`src/rtl/pw_boot_loader.sv`:
```
// pw_boot_loader
//   Boot loader and run/halt controller for the Picowizard CPU. After reset
//   or a boot request it holds the CPU disabled. It then receives a program
//   image over a byte stream with the layout:
//     LenHi, LenLo, payload[Len], checksum
//   Each payload byte n is written to LOAD_BASE+n. The checksum must equal
//   the XOR of all payload bytes. On a match the memory bus is handed to the
//   CPU and CPUEn is raised. On a mismatch Err is raised and the loader waits
//   for Rst or BootReq.
//
// Ports
//   Clk, Rst       clock and synchronous active-high reset
//   BootReq        single-cycle restart request
//   RxData/RxValid/RxReady   image byte stream (valid/ready handshake)
//   CpuAdr, CpuDataOut, CpuLdMem, CpuWrtMem   CPU-side bus, used only in RUN
//   CpuDataIn      read data returned to the CPU (always MemRData)
//   MemRData       read data from the memory
//   MemAdr, MemWData, MemWe, MemRe            memory-side bus
//   CPUEn          registered CPU enable
//   Busy           loader is consuming an image
//   Err            registered, sticky checksum mismatch flag
module pw_boot_loader #(
  parameter int ADR_W     = 16,
  parameter int LOAD_BASE = 0
) (
  input  logic             Clk,
  input  logic             Rst,
  input  logic             BootReq,
  input  logic [7:0]       RxData,
  input  logic             RxValid,
  output logic             RxReady,
  input  logic [ADR_W-1:0] CpuAdr,
  input  logic [7:0]       CpuDataOut,
  input  logic             CpuLdMem,
  input  logic             CpuWrtMem,
  output logic [7:0]       CpuDataIn,
  input  logic [7:0]       MemRData,
  output logic             CPUEn,
  output logic [ADR_W-1:0] MemAdr,
  output logic [7:0]       MemWData,
  output logic             MemWe,
  output logic             MemRe,
  output logic             Busy,
  output logic             Err
);

  typedef enum logic [2:0] {
    LEN_HI = 3'd0,
    LEN_LO = 3'd1,
    LOAD   = 3'd2,
    CHECK  = 3'd3,
    RUN    = 3'd4,
    ERROR  = 3'd5
  } state_t;

  localparam logic [ADR_W-1:0] BASE_ADR = ADR_W'(LOAD_BASE);

  state_t      state_reg;
  logic [15:0] len_reg;
  logic [15:0] count_reg;
  logic [7:0]  csum_reg;
  logic        cpu_en_reg;
  logic        err_reg;

  logic        handshake;

  assign Busy      = (state_reg == LEN_HI) || (state_reg == LEN_LO) ||
                     (state_reg == LOAD)   || (state_reg == CHECK);
  assign RxReady   = Busy;
  assign handshake = RxValid & RxReady;
  assign CPUEn     = cpu_en_reg;
  assign Err       = err_reg;
  assign CpuDataIn = MemRData;

  always_ff @(posedge Clk) begin
    if (Rst) begin
      state_reg  <= LEN_HI;
      len_reg    <= 16'h0000;
      count_reg  <= 16'h0000;
      csum_reg   <= 8'h00;
      cpu_en_reg <= 1'b0;
      err_reg    <= 1'b0;
    end else if (BootReq) begin
      // Restart; any byte handshaken in this cycle is dropped.
      state_reg  <= LEN_HI;
      count_reg  <= 16'h0000;
      csum_reg   <= 8'h00;
      cpu_en_reg <= 1'b0;
      err_reg    <= 1'b0;
    end else begin
      case (state_reg)
        LEN_HI: begin
          if (handshake) begin
            len_reg[15:8] <= RxData;
            state_reg     <= LEN_LO;
          end
        end
        LEN_LO: begin
          if (handshake) begin
            len_reg[7:0] <= RxData;
            // An empty image goes straight to the checksum byte.
            if ({len_reg[15:8], RxData} == 16'h0000) begin
              state_reg <= CHECK;
            end else begin
              count_reg <= 16'h0000;
              state_reg <= LOAD;
            end
          end
        end
        LOAD: begin
          if (handshake) begin
            csum_reg  <= csum_reg ^ RxData;
            count_reg <= count_reg + 16'd1;
            if (count_reg == len_reg - 16'd1) begin
              state_reg <= CHECK;
            end
          end
        end
        CHECK: begin
          if (handshake) begin
            if (RxData == csum_reg) begin
              state_reg  <= RUN;
              cpu_en_reg <= 1'b1;
            end else begin
              state_reg <= ERROR;
              err_reg   <= 1'b1;
            end
          end
        end
        RUN: begin
          state_reg <= RUN;
        end
        ERROR: begin
          cpu_en_reg <= 1'b0;
          state_reg  <= ERROR;
        end
        default: begin
          state_reg <= LEN_HI;
        end
      endcase
    end
  end

  // Memory bus steering. While loading, the write strobe is also masked by
  // Rst and BootReq so that a byte presented in a restart cycle never lands
  // in memory.
  always_comb begin
    MemAdr   = '0;
    MemWData = 8'h00;
    MemWe    = 1'b0;
    MemRe    = 1'b0;
    case (state_reg)
      LOAD: begin
        MemAdr   = BASE_ADR + ADR_W'(count_reg);
        MemWData = RxData;
        MemWe    = RxValid & ~Rst & ~BootReq;
      end
      RUN: begin
        MemAdr   = CpuAdr;
        MemWData = CpuDataOut;
        MemWe    = CpuWrtMem;
        MemRe    = CpuLdMem;
      end
      default: begin
        MemAdr   = '0;
        MemWData = 8'h00;
        MemWe    = 1'b0;
        MemRe    = 1'b0;
      end
    endcase
  end

endmodule
```
`config.mk`:
```
export PLATFORM = sky130hd
export DESIGN_NAME = pw_boot_loader
export DESIGN_NICKNAME = d
export VERILOG_FILES = /design/src/rtl/pw_boot_loader.sv
export SDC_FILE = /design/constraint.sdc
export NUM_CORES = 1
export LEC_CHECK = 0
export CAP_MARGIN = 0
export CORE_ASPECT_RATIO = 0.7
export CORE_MARGIN = 2
export CORE_UTILIZATION = 52
export DETAILED_ROUTE_END_ITERATION = 16
export HOLD_SLACK_MARGIN = 0.08
export PLACE_DENSITY = 0.95
export SLEW_MARGIN = 30
export SYNTH_ARGS = -nofsm -noshare
export SYNTH_HDL_FRONTEND = slang
export SYNTH_SLANG_ARGS = --single-unit
```
`constraint.sdc`:
```
create_clock -name Clk -period 6.2 [get_ports Clk]
set_clock_uncertainty 0.05 [all_clocks]
set_input_delay 1.24 -clock Clk [delete_from_list [all_inputs] [get_ports Clk]]
set_output_delay 1.24 -clock Clk [all_outputs]
set_load 0.05 [all_outputs]
```
==> impl_results.md, run 1 <==
* Routed WL at 8840 um
* Fill count at 437
* Asr flop ratio synth at 0%
* Crit path arrival time at 3.42 ns
* Most frequent CP cell: clkdlybuf4s50_1
* Area Growth Syn to Fin at 24.3%
* Sw power at 0.166 mW
* Pre-CTS setup slack at 1.54 ns
* Simple-gate share of the synthesized area at 23.3%
* Mapped cell area at 3000 um^2
* Post-DRT Antenna Nets at 0
* Sequential share of power at 45.2%
* CTS tree: done
* Clk pin slew, worst setup/hold paths at 0.10 ns
* Clk sinks at 45
* Worst slew margin at 48.2%
* Routability Congestion at 0.964
* Antenna Cells at 0
* Status: finished, final reports clean
* Die extent in x at 94.8 um
* Worst path cell trace: clkdlybuf4s50_1 -> nor2_1 -> a22o_1 -> clkdlybuf4s50_1
* Worst skew pair latency at 0.32 ns
* XOR/XNOR share of the synthesized area at 14.9%
* Worst setup margin at 1.49 ns
* Util after Layout at 66.1%
* Mux cell area share after synthesis at 4.01%
* Core area at 5640 um^2
* Endpoints failing hold at 0
* Comb power frac at 14.3%
* Via count at 2978
* Hold Crit Class: flip-flop to flip-flop
* Vias in the first global route at 2853
* Wire per inst at 18.5 um
* Root buffer cell: clkbuf_8
* Crit Path Category: input pin to output port
* Min Tclk post-route at 4.71 ns
* TNS Setup at 0 ns
* Max cap viols at 0
* Mean Syn Cell Area at 8.33 um^2
* Top post-synthesis cells by area: dfxtp_1 (30%), xnor2_1 (9.3%), a22o_1 (7.3%), nor2_1 (6.1%), xor2_1 (5.0%)
* Tightest Pin Transition at 0.771 ns
* Switching Fraction at 25.0%
* Crit Path Max Fanout at 18
* Critical path endpoint category: output port
* DRC Markers at 0
* Max VDD drop at 97.1 uV
* H-Tree Depth at 2
* Pint at 0.498 mW
* Initial DRC count at 289
* Sequential fraction of the synthesis area at 30.1%
* Worst Path Required at 4.91 ns
* Share of cells above drive strength 1 at 6.22%
* Maximum number of pins on one net before global-route repair at 27
* Number of synthesized flops with an enable pin at 0
* Pwr Total at 0.664 mW
* Die H at 67.5 um
* Main synth FF type: dfxtp_1
* Distinct cell type count after synthesis at 53
* Top cell type's share of synthesized area at 30.1%
* Worst setup SP type: input pin
* #FFs+latches synth at 45
* RSZ-0062 raised after global routing: false
* Cell taking the most area after synthesis: dfxtp_1
* F_max at 213 MHz
* Slowest-stage cell, CP: clkdlybuf4s50_1
* Clock network power share at 40.6%
* Global-route wire length before repair at 13900 um
* Io pins at 84
* Longest Clk Path Bufs at 2
* Drt first pass iters at 5
* Vias per Instance at 6.24
* GRT overflow at 0
* Cts repair resizes at 0
* Period utilization at 75.9%
* Slew Limit Fails at 0
* Synth warn at 0
* Final net count at 449
* # rows at 23
* Synth Area in Adders at 0.835%
* Setup bufs post-CTS at 0
* Largest family of logic cells by synthesized area: simple AND/OR/NAND/NOR gates
* Initial Utilization at 53.1%
* Compound-gate portion of the synthesized area at 19.3%
* Syn_nets at 408
* DP Wirelength at 6190 um
* Overall routing resource usage at 28.6%
* Final setup viols at 0
* Initial antenna violation count at 0
* Synth Instances at 360
* Buffers on Ports at 67
* PD cells at 178 nW/um^2
* Num CTS Buffers at 5
* Pleak at 1.23 nW
* Cts hold-fix bufs at 0
* Die area at 6400 um^2
* Largest stage delay, worst path at 0.80 ns
[metal layers]
| metal | vias up | wire length (um) | global-route usage (%) |
|---|---|---|---|
| li1 | 1343 | - | - |
| met1 | 1394 | 3530 | 37.4 |
| met2 | 185 | 3920 | 44.3 |
| met3 | 56 | 939 | 6.58 |
| met4 | 0 | 444 | 15.0 |
| met5 | - | 0 | 0 |
[synthesized netlist by cell type, types with 4 or more instances]
| cell type | count |
|---|---|
| nor3_1 | 11 |
| buf_2 | 11 |
| dfxtp_1 | 45 |
| clkbuf_1 | 11 |
| xor2_1 | 17 |
| mux2i_1 | 12 |
| a21oi_1 | 16 |
| nand2b_1 | 8 |
| nand2_1 | 22 |
| xnor2_1 | 32 |
| a41oi_1 | 4 |
| nor2_1 | 49 |
| nand4_1 | 6 |
| nor4_1 | 4 |
| buf_4 | 12 |
| inv_1 | 10 |
| a22o_1 | 25 |
| o21ai_1 | 6 |
| nand3_1 | 6 |
[path summary, 6_finish.rpt]
check                     startpoint                         to  slack (ns)  cells past startpoint
max                              Rst                      MemWe        1.49                      4
min                 Err$_SDFFE_PP0P_           Err$_SDFFE_PP0P_        0.45                      2
max reg2reg  len_reg[0]$_SDFFE_PP0P_  state_reg[0]$_SDFFE_PP0P_        3.72                      8
min reg2reg         Err$_SDFFE_PP0P_           Err$_SDFFE_PP0P_        0.45                      2
[worst max-delay path, delay by kind of cell]
kind	cells	cell delay, ns
compound gates	1	0.18
buf+inv	2	1.55
simple gates	1	0.43
[power groups by stage]
stage / logic [mW] / registers (mW) / clock network (mW)
after floorplan: 0.0676 / 0.303 / 0
after global placement: 0.0864 / 0.306 / 0
after detailed placement: 0.0911 / 0.306 / 0
after CTS: 0.0926 / 0.299 / 0.268
after global routing: 0.101 / 0.300 / 0.280
final: 0.0948 / 0.300 / 0.269
[cell usage in the layout (no fill, tap or decap), drive strengths merged, types with 4 or more instances in the layout]
| cell | n |
|---|---|
| nand2b | 8 |
| mux2i | 12 |
| clkdlybuf4s50 | 67 |
| nand2 | 22 |
| nor4 | 10 |
| a21oi | 16 |
| a41oi | 4 |
| xor2 | 18 |
| nand4 | 6 |
| a22o | 25 |
| inv | 10 |
| nor2 | 51 |
| nand3 | 6 |
| o21ai | 10 |
| clkbuf | 5 |
| nor3 | 11 |
| xnor2 | 32 |
| dfxtp | 45 |
[kinds of logic (layout without fill, tap and decap cells)]
group	count (synthesis)	count (layout)
AO/OA/AOI/OAI	75	75
XOR/XNOR	50	50
adder cells (fa/ha/maj)	2	2
buffers and inverters	45	87
flip-flops	45	45
multiplexers	12	12
AND/OR/NAND/NOR	131	131
[layout make-up]
type	count	area (um^2)	area share (%)
timing repair buffer	68	678	18.2
sequential	45	901	24.2
tap	75	93.8	2.52
clock inverter	3	65.1	1.75
inverter	11	41.3	1.11
clock buffer	5	68.8	1.85
multi-input combinational	270	1880	50.4
[per-stage QoR]
stage,instances,hold slack (ns),cell area [um^2]
floorplan,360,0.447,3000
detailed placement,469,0.420,3590
CTS,477,0.448,3730
finish,477,0.450,3730
global route,477,0.496,3730
global placement,469,0.403,3590
No activity file was read; power rests on OpenSTA's default activity.
==> run 2, diff against run 1 <==
CORE_UTILIZATION = 44   (was 52)
PLACE_DENSITY = 0.87   (was 0.95)
clock period = 3.9 ns   (was 6.2 ns; I/O delays follow)
==> run 2 against run 1 <==
Die area grew 17%; combinational power rose by 56%; total power up 57%; critical path depth increased by 1; count of clock-buffer cells in the layout did not move; core utilization down 9.4 points; worst setup slack worse by 1.1 ns; non-clock buffer count up 4; critical endpoint is now MemAdr[8]; largest power group unchanged.
==> impl_results.md, run 2 (synthesis results as in run 1) <==
* Fill count at 566 (+30%)
* Die area at 7500 um^2 (+17%)
* Drt first pass iters at 6 (+1)
* Hold Path Origin: Err$_SDFFE_PP0P_
* Buffers on Ports at 67 (unchanged)
* Final setup viols at 0 (unchanged)
* Hold_ws at 0.437 ns (-0.0127 ns)
* Crit Path Category: flip-flop to output port
* Die extent in x at 103 um (+8.3%)
* Die H at 73.1 um (+8.2%)
* Cts repair resizes at 0 (unchanged)
* DP Wirelength at 6070 um (-1.9%)
* # rows at 25 (+8.7%)
* Clk pin slew, worst setup/hold paths at 0.09 ns (about the same)
* Overall routing resource usage at 22.0% (-6.6 points)
* Pwr Total at 1.04 mW (+57%)
* Endpoint, Worst Hold: Err$_SDFFE_PP0P_
* Cells after DPL at 492 (+4.9%)
* Core area at 6660 um^2 (+18%)
* Crit path arrival time at 2.72 ns (-0.70 ns)
* Worst setup SP type: flip-flop
* Share of cells above drive strength 1 at 7.39% (+1.2 points)
* Min Tclk post-route at 3.55 ns
* Most common cell after layout, fill and taps aside: clkdlybuf4s50_1
* Routed WL at 8100 um (-8.4%)
* Global-route wire length before repair at 13100 um (-6.2%)
* Period utilization at 90.9%
* Setup bufs post-CTS at 0 (unchanged)
* Initial antenna violation count at 0 (unchanged)
* Crit Path Max Fanout at 14 (-4)
* Hold path cells at 2 (unchanged)
* Maximum number of pins on one net before global-route repair at 24 (-11%)
* PD cells at 276 nW/um^2 (+55%)
* Pleak at 1.25 nW (+1.8%)
* Tightest Pin Transition at 0.736 ns (-0.0344 ns)
* Most frequent cells in the layout: clkdlybuf4s50_1 (66), nor2_1 (48), dfxtp_1 (45)
* Worst skew pair latency at 0.29 ns (-0.03 ns)
* Antenna Cells at 0 (unchanged)
* Initial DRC count at 247 (-15%)
* Area Growth Syn to Fin at 25.9%
* CTS tree: done
* Routability Congestion at 0.864 (-10%)
* Vias in the first global route at 2668 (-6.5%)
* TNS Setup at 0 ns (unchanged)
* R2r startpoint: len_reg[0]$_SDFFE_PP0P_
* Root buffer cell: clkbuf_8
* GRT overflow at 0 (unchanged)
* Num CTS Buffers at 5 (unchanged)
* Critical path endpoint category: output port
* Via count at 2889 (-3.0%)
* Wire per inst at 16.2 um (-13%)
* Worst R2R End: state_reg[0]$_SDFFE_PP0P_
* Final non-filler cell total at 500 (+4.8%)
* Worst r2r path cells at 8 (unchanged)
* F_max at 282 MHz
* Hold Crit Class: flip-flop to flip-flop
* Longest Clk Path Bufs at 2 (unchanged)
* Reg2reg setup slack at 1.33 ns (-2.39 ns)
* Design area at 3770 um^2 (+1.2%)
* Max VDD drop at 174 uV (+79%)
* RSZ-0062 raised after global routing: false
* Vias per Instance at 5.78 (-7.5%)
* Post-DP Area at 3640 um^2 (+1.3%)
* H-Tree Depth at 2 (unchanged)
* Cts hold-fix bufs at 0 (unchanged)
* Clk sinks at 45 (unchanged)
* Worst Path Required at 3.07 ns (-1.84 ns)
* Post-DRT Antenna Nets at 0 (unchanged)
* Worst slew margin at 50.5% (+2.3 points)
* Io pins at 84 (unchanged)
* Final net count at 453 (+0.89%)
* Max cap viols at 0 (unchanged)
* Slew Limit Fails at 0 (unchanged)
* Status: finished, final reports clean
* DRC Markers at 0 (unchanged)
* Endpoints failing hold at 0 (unchanged)
* Initial Utilization at 45.0% (-8.2 points)
[run 2: cell count changes in the layout (fill, tap and decap cells not counted), sizes merged]
cell	change
clkdlybuf4s50	-1
buf	+5
[run 2: stage by stage]
step           setup WS, ns  util [%]
4_1_cts               0.365      56.6
3_3_place_gp          0.654      54.6
5_1_grt               0.209      56.6
6_report              0.353      56.6
2_1_floorplan          1.39         -
3_5_place_dp          0.633      54.6
[run 2: final cells by class]
type	count	area, um^2	area share (%)
clock buffer	5	68.8	1.82
sequential	45	901	23.9
timing repair buffer	72	706	18.7
clock inverter	3	65.1	1.72
tap	94	118	3.12
multi-input combinational	270	1870	49.7
inverter	11	41.3	1.09
[run 2: layer usage]
metal,global-route usage [%],part of all wire (%)
met1,30.0,43
met2,34.9,47
met3,5.65,8.3
met4,5.63,1.3
met5,0,0
[run 2: how the worst max path moves through the flow]
| stage | start | end | slack [ns] |
|---|---|---|---|
| after global placement | RxData[7] | MemWData[7] | 0.65 |
| after floorplan | RxValid | MemWe | 1.39 |
| after global routing | state_reg[2]$_SDFFE_PP0P_ | MemAdr[5] | 0.21 |
| final | state_reg[2]$_SDFFE_PP0P_ | MemAdr[8] | 0.35 |
| after CTS | state_reg[2]$_SDFFE_PP0P_ | MemAdr[8] | 0.37 |
| after detailed placement | RxData[2] | MemWData[2] | 0.63 |
[run 2: worst max-delay path, stage by stage (launching register included)]
cell	delay (ns)
dfxtp_1	0.56
nand2b_1	0.15
nor2_2	0.43
buf_4	0.32
a22o_1	0.16
clkdlybuf4s50_1	0.81
[run 2: where the power goes]
group          switching [mW]  internal [mW]  leakage [nW]  total, mW
Clock                   0.161          0.255        0.0681      0.415
Combinational          0.0744         0.0740         0.820      0.148
Sequential             0.0114          0.465         0.364      0.477
==> run 3, diff against run 2 <==
CORE_UTILIZATION = 35   (was 44)
DONT_BUFFER_PORTS = 1   (was default)
PLACE_DENSITY = 0.61   (was 0.87)
==> run 3 against run 2 <==
Die area rose by 24%; wire length decreased by 3.6%; final cell count down 12%; count of clock-buffer cells in the layout stayed put; sequential share of layout area increased by 4.9 points; worst setup slack gained 0.58 ns; via count decreased by 13%; sequential cell count did not move; register-to-register slack gained 0.03 ns; clock power is 18% higher; combinational power decreased by 38%; first-iteration DRC count down 53%; highest routed layer unchanged.
==> impl_results.md, run 3 (synthesis results as in run 1) <==
* Slew Limit Fails at 0 (unchanged)
* TNS Setup at 0 ns (unchanged)
* Num CTS Buffers at 5 (unchanged)
* Crit path from: state_reg[1]$_SDFFE_PP0P_
* Status: finished, final reports clean
* Wire per inst at 17.7 um (+9.3%)
* Post-DRT Antenna Nets at 0 (unchanged)
* Hold Crit Class: flip-flop to flip-flop
* # rows at 28 (+12%)
* DRC Markers at 0 (unchanged)
* GRT overflow at 0 (unchanged)
* Routability Congestion at 0.847 (-1.9%)
* Antenna Cells at 0 (unchanged)
* PD cells at 338 nW/um^2 (+23%)
* Die extent in x at 115 um (+12%)
* Final net count at 383 (-15%)
* Global-route wire length before repair at 12700 um (-3.0%)
* Max cap viols at 0 (unchanged)
* Largest stage delay, worst path at 0.52 ns (-0.29 ns)
* Initial Utilization at 35.8% (-9.2 points)
* Period utilization at 76.1% (-15 points)
* Drt first pass iters at 4 (-2)
* Reg2reg setup slack at 1.36 ns (+0.03 ns)
* Cells after DPL at 433 (-12%)
* Core area at 8370 um^2 (+26%)
* Root buffer cell: clkbuf_16
* Initial DRC count at 117 (-53%)
* Vias per Instance at 5.67 (-1.8%)
* Final non-filler cell total at 441 (-12%)
* RSZ-0062 raised after global routing: false
* Cts hold-fix bufs at 0 (unchanged)
* Pleak at 0.999 nW (-20%)
* Worst setup margin at 0.933 ns (+0.580 ns)
* Most frequent cells in the layout: nor2_1 (48), dfxtp_1 (45), xnor2_1 (32)
* Critical path endpoint category: output port
* Maximum number of pins on one net before global-route repair at 25 (+4.2%)
* Met2 usage in global routing at 26.6% (-8.3 points)
* R2r startpoint: state_reg[2]$_SDFFE_PP0P_
* Cts repair resizes at 0 (unchanged)
* Die H at 81.4 um (+11%)
* Tightest Pin Transition at 0.869 ns (+0.133 ns)
* Longest Clk Path Bufs at 2 (unchanged)
* Pwr Total at 1.06 mW (+1.9%)
* Crit Path Max Fanout at 11 (-3)
* Met1 Resource Use GR at 24.3% (-5.7 points)
* Share of cells above drive strength 1 at 7.74% (+0.35 points)
* Setup bufs post-CTS at 0 (unchanged)
* Hold Path Origin: len_reg[14]$_SDFFE_PP0P_
* Area Growth Syn to Fin at 4.55%
* Initial antenna violation count at 0 (unchanged)
* Crit path arrival time at 2.14 ns (-0.58 ns)
* Most common cell after layout, fill and taps aside: nor2_1
* H-Tree Depth at 2 (unchanged)
* Pre-CTS setup slack at 1.26 ns (+0.625 ns)
* Overall routing resource usage at 17.6% (-4.5 points)
* Worst skew pair latency at 0.29 ns (about the same)
* Max VDD drop at 160 uV (-7.9%)
* Worst setup SP type: flip-flop
* Vias in the first global route at 2317 (-13%)
* Worst slew margin at 42.0% (-8.6 points)
* Min Tclk post-route at 2.97 ns (-0.580 ns)
* Slowest-stage cell, CP: dfxtp_1
* Die area at 9330 um^2 (+24%)
* F_max at 337 MHz (+20%)
* Buffers on Ports at 0 (-100%)
* Busiest layer in global routing: met2
* Final setup viols at 0 (unchanged)
* Routed WL at 7810 um (-3.6%)
* DP Wirelength at 5800 um (-4.5%)
* Worst path cell trace: nor2b_1 -> nor2b_2 -> and2_1 -> a22o_1
* Via count at 2502 (-13%)
* Clk pin slew, worst setup/hold paths at 0.07 ns (-0.02 ns)
* Clk sinks at 45 (unchanged)
* Crit Path Category: flip-flop to output port
* Worst Path Required at 3.07 ns (about the same)
* CTS tree: done
* Met3 usage at 4.94% (-0.71 points)
* Endpoints failing hold at 0 (unchanged)
* Io pins at 84 (unchanged)
run 3: changes by cell type in the layout (fill, tap and decap cells not counted):
| cell | delta |
|---|---|
| buf_4 | -4 |
| bufinv_16 | -1 |
| clkbuf_16 | +5 |
| clkbuf_8 | -5 |
| clkdlybuf4s50_1 | -66 |
| clkinv_2 | -1 |
| clkinv_4 | +1 |
| clkinvlp_4 | +1 |
run 3: area by class of cell:
type,instances,area (um^2)
Fill cell,862,5240
Multi-Input combinational cell,270,1870
Sequential cell,45,901
Tap cell,105,131
Clock buffer,5,125
Clock inverter,3,46.3
Inverter,11,41.3
Timing Repair Buffer,2,15.0
run 3: path summary, 6_finish.rpt:
kind / endpoint / cells past startpoint
setup / recovery: MemWe / 4
hold / removal: len_reg[14]$_SDFFE_PP0P_ / 2
setup reg to reg: count_reg[14]$_SDFFE_PP0P_ / 6
hold reg to reg: len_reg[14]$_SDFFE_PP0P_ / 2
run 3: per-layer routing:
| layer | routed length (um) | share of wire, % |
|---|---|---|
| met1 | 3730 | 48 |
| met2 | 3280 | 42 |
| met3 | 657 | 8.4 |
| met4 | 136 | 1.7 |
| met5 | 0 | 0 |
run 3: where the power goes:
part / leakage (nW) / total [mW] / internal [mW] / switching, mW
sequential: 0.364 / 0.477 / 0.466 / 0.0114
clock: 0.0800 / 0.491 / 0.303 / 0.188
combinational: 0.555 / 0.0920 / 0.0390 / 0.0530
total: 0.999 / 1.06 / 0.808 / 0.252
run 3: per-stage QoR:
step	area [um^2]	utilization, %	hold slack, ns
after floorplan	3000	-	0.447
after global placement	2960	35.4	0.465
after detailed placement	2960	35.4	0.473
after CTS	3130	37.4	0.493
after global routing	3130	37.4	0.499
final	3130	37.4	0.492
run 3: critical path, delay by kind of cell, from the launching register on:
family	cells	cell delay, ns
AO/OA/AOI/OAI	1	0.51
AND/OR/NAND/NOR	3	0.82
flip-flops	1	0.52
==> variant: new RTL, flow settings as in run 2 <==
Put one more register stage on the output `Err`. The value now appears one clock later. The other outputs are not delayed to match. Comments in the files are not updated.
--- a/src/rtl/pw_boot_loader.sv
+++ b/src/rtl/pw_boot_loader.sv
@@ -70,5 +70,7 @@
   assign handshake = RxValid & RxReady;
   assign CPUEn     = cpu_en_reg;
-  assign Err       = err_reg;
+  always_ff @(posedge Clk) begin
+    Err <= err_reg;
+  end
   assign CpuDataIn = MemRData;
 
Formal check against the unedited RTL: not equivalent (a bounded check fails within 4 cycles, from zero or initial values and one cycle with Rst high).
==> variant against run 2 <==
  * Synthesized cell count fell by 1.1%
  * Design area fell by 3.1%
  * Area after synthesis fell by 3.7%
  * Critical path type unchanged
  * Largest cell class unchanged
  * Combinational power fell by 4%
  * Sequential cell count rose by 1
  * Highest routed layer unchanged
  * Routed wire length fell by 5.6%
  * Setup slack improved by 0.13 ns
  * Total power fell by 11%
  * Cell count fell by 3.4%
==> variant: results (changes against run 2) <==
[status]
outcome=finished clean  ; unchanged

[finish]
final_area_um2=3657  ; was 3774 um^2
seq_area_um2=920.9  ; was 900.9 um^2
post_route_cells_drive_above_1_share=0.04938  ; was 0.07389

[timing]
relSlewSlack=0.4341  ; was 0.5053

[grt]
first_global_vias=2524  ; was 2668
gr-usage-met2=0.3385  ; was 0.3493
grt_pass1_wl_um=12720  ; was 13060 um
grt_max_degree=19  ; was 24
grtUsageMet1=0.3140  ; was 0.2995
grt_usage=0.2190  ; was 0.2202

[placement]
place_area_um2=3571  ; was 3640 um^2
gp_congestion=0.9176  ; was 0.8641
hpwlAfterDp_um=5769  ; was 6069 um
dp_slack_ns=0.6620  ; was 0.6327 ns

[critical_path]
regToRegEndpoint=state_reg[1]  ; was state_reg[0]
critPathMaxFanout=16  ; was 14

[logic_synthesis]
synth.area.mux_share=0.05548  ; was 0.04007
synth_top_area_share=0.3190  ; was 0.3005
ys_seq_area_frac=0.3190  ; was 0.3005
synth_area_per_cell_um2=8.108  ; was 8.327 um^2
synth-xor-area-share=0.1396  ; was 0.1486
synth_common_cells=58 x nor2_1, 46 x dfxtp_1, 27 x xnor2_1  ; was 49 x nor2_1, 45 x dfxtp_1, 32 x xnor2_1

[power]
worst_ir_drop_vdd_mv=0.1753  ; was 0.1740 mV
clock_power_uw=297  ; was 415 uW
p_leak_uw=0.001355  ; was 0.001252 uW
p_sw_uw=248.9  ; was 246.3 uW

[drt]
drtIter0Drc=331  ; was 247
via_per_inst=5.741  ; was 5.778
wl_met2_um=3385  ; was 3810 um

[worst_hold_path]
min_from=err_reg  ; was Err

variant: changes by cell type in the layout (fill, tap and decap cells not counted), moves of 5 or more:
| cell | before | now |
|---|---|---|
| nor2_1 | 48 | 57 |
| xnor2_1 | 32 | 27 |
| a21oi_1 | 16 | 10 |
| o21ai_1 | 6 | 1 |
| o21ai_0 | 3 | 9 |
variant: how the worst max path moves through the flow:
stage | startpoint | to | slack (ns) | depth (start not counted)
2_1_floorplan | state_reg[2] | MemAdr[0] | 0.99 | 5
3_3_place_gp | RxData[3] | MemWData[3] | 0.66 | 3
3_5_place_dp | RxData[3] | MemWData[3] | 0.66 | 3
4_1_cts | state_reg[0] | MemAdr[15] | 0.46 | 5
5_1_grt | state_reg[0] | MemWData[6] | 0.31 | 5
6_report | state_reg[0] | MemAdr[15] | 0.48 | 5
variant: worst max-delay path: stages, from the launching register on:
cell and delay [ns]:
dfxtp_1 0.41, nand2b_1 0.26, nor2_2 0.41, buf_12 0.22, a22o_1 0.16, clkdlybuf4s50_1 0.81
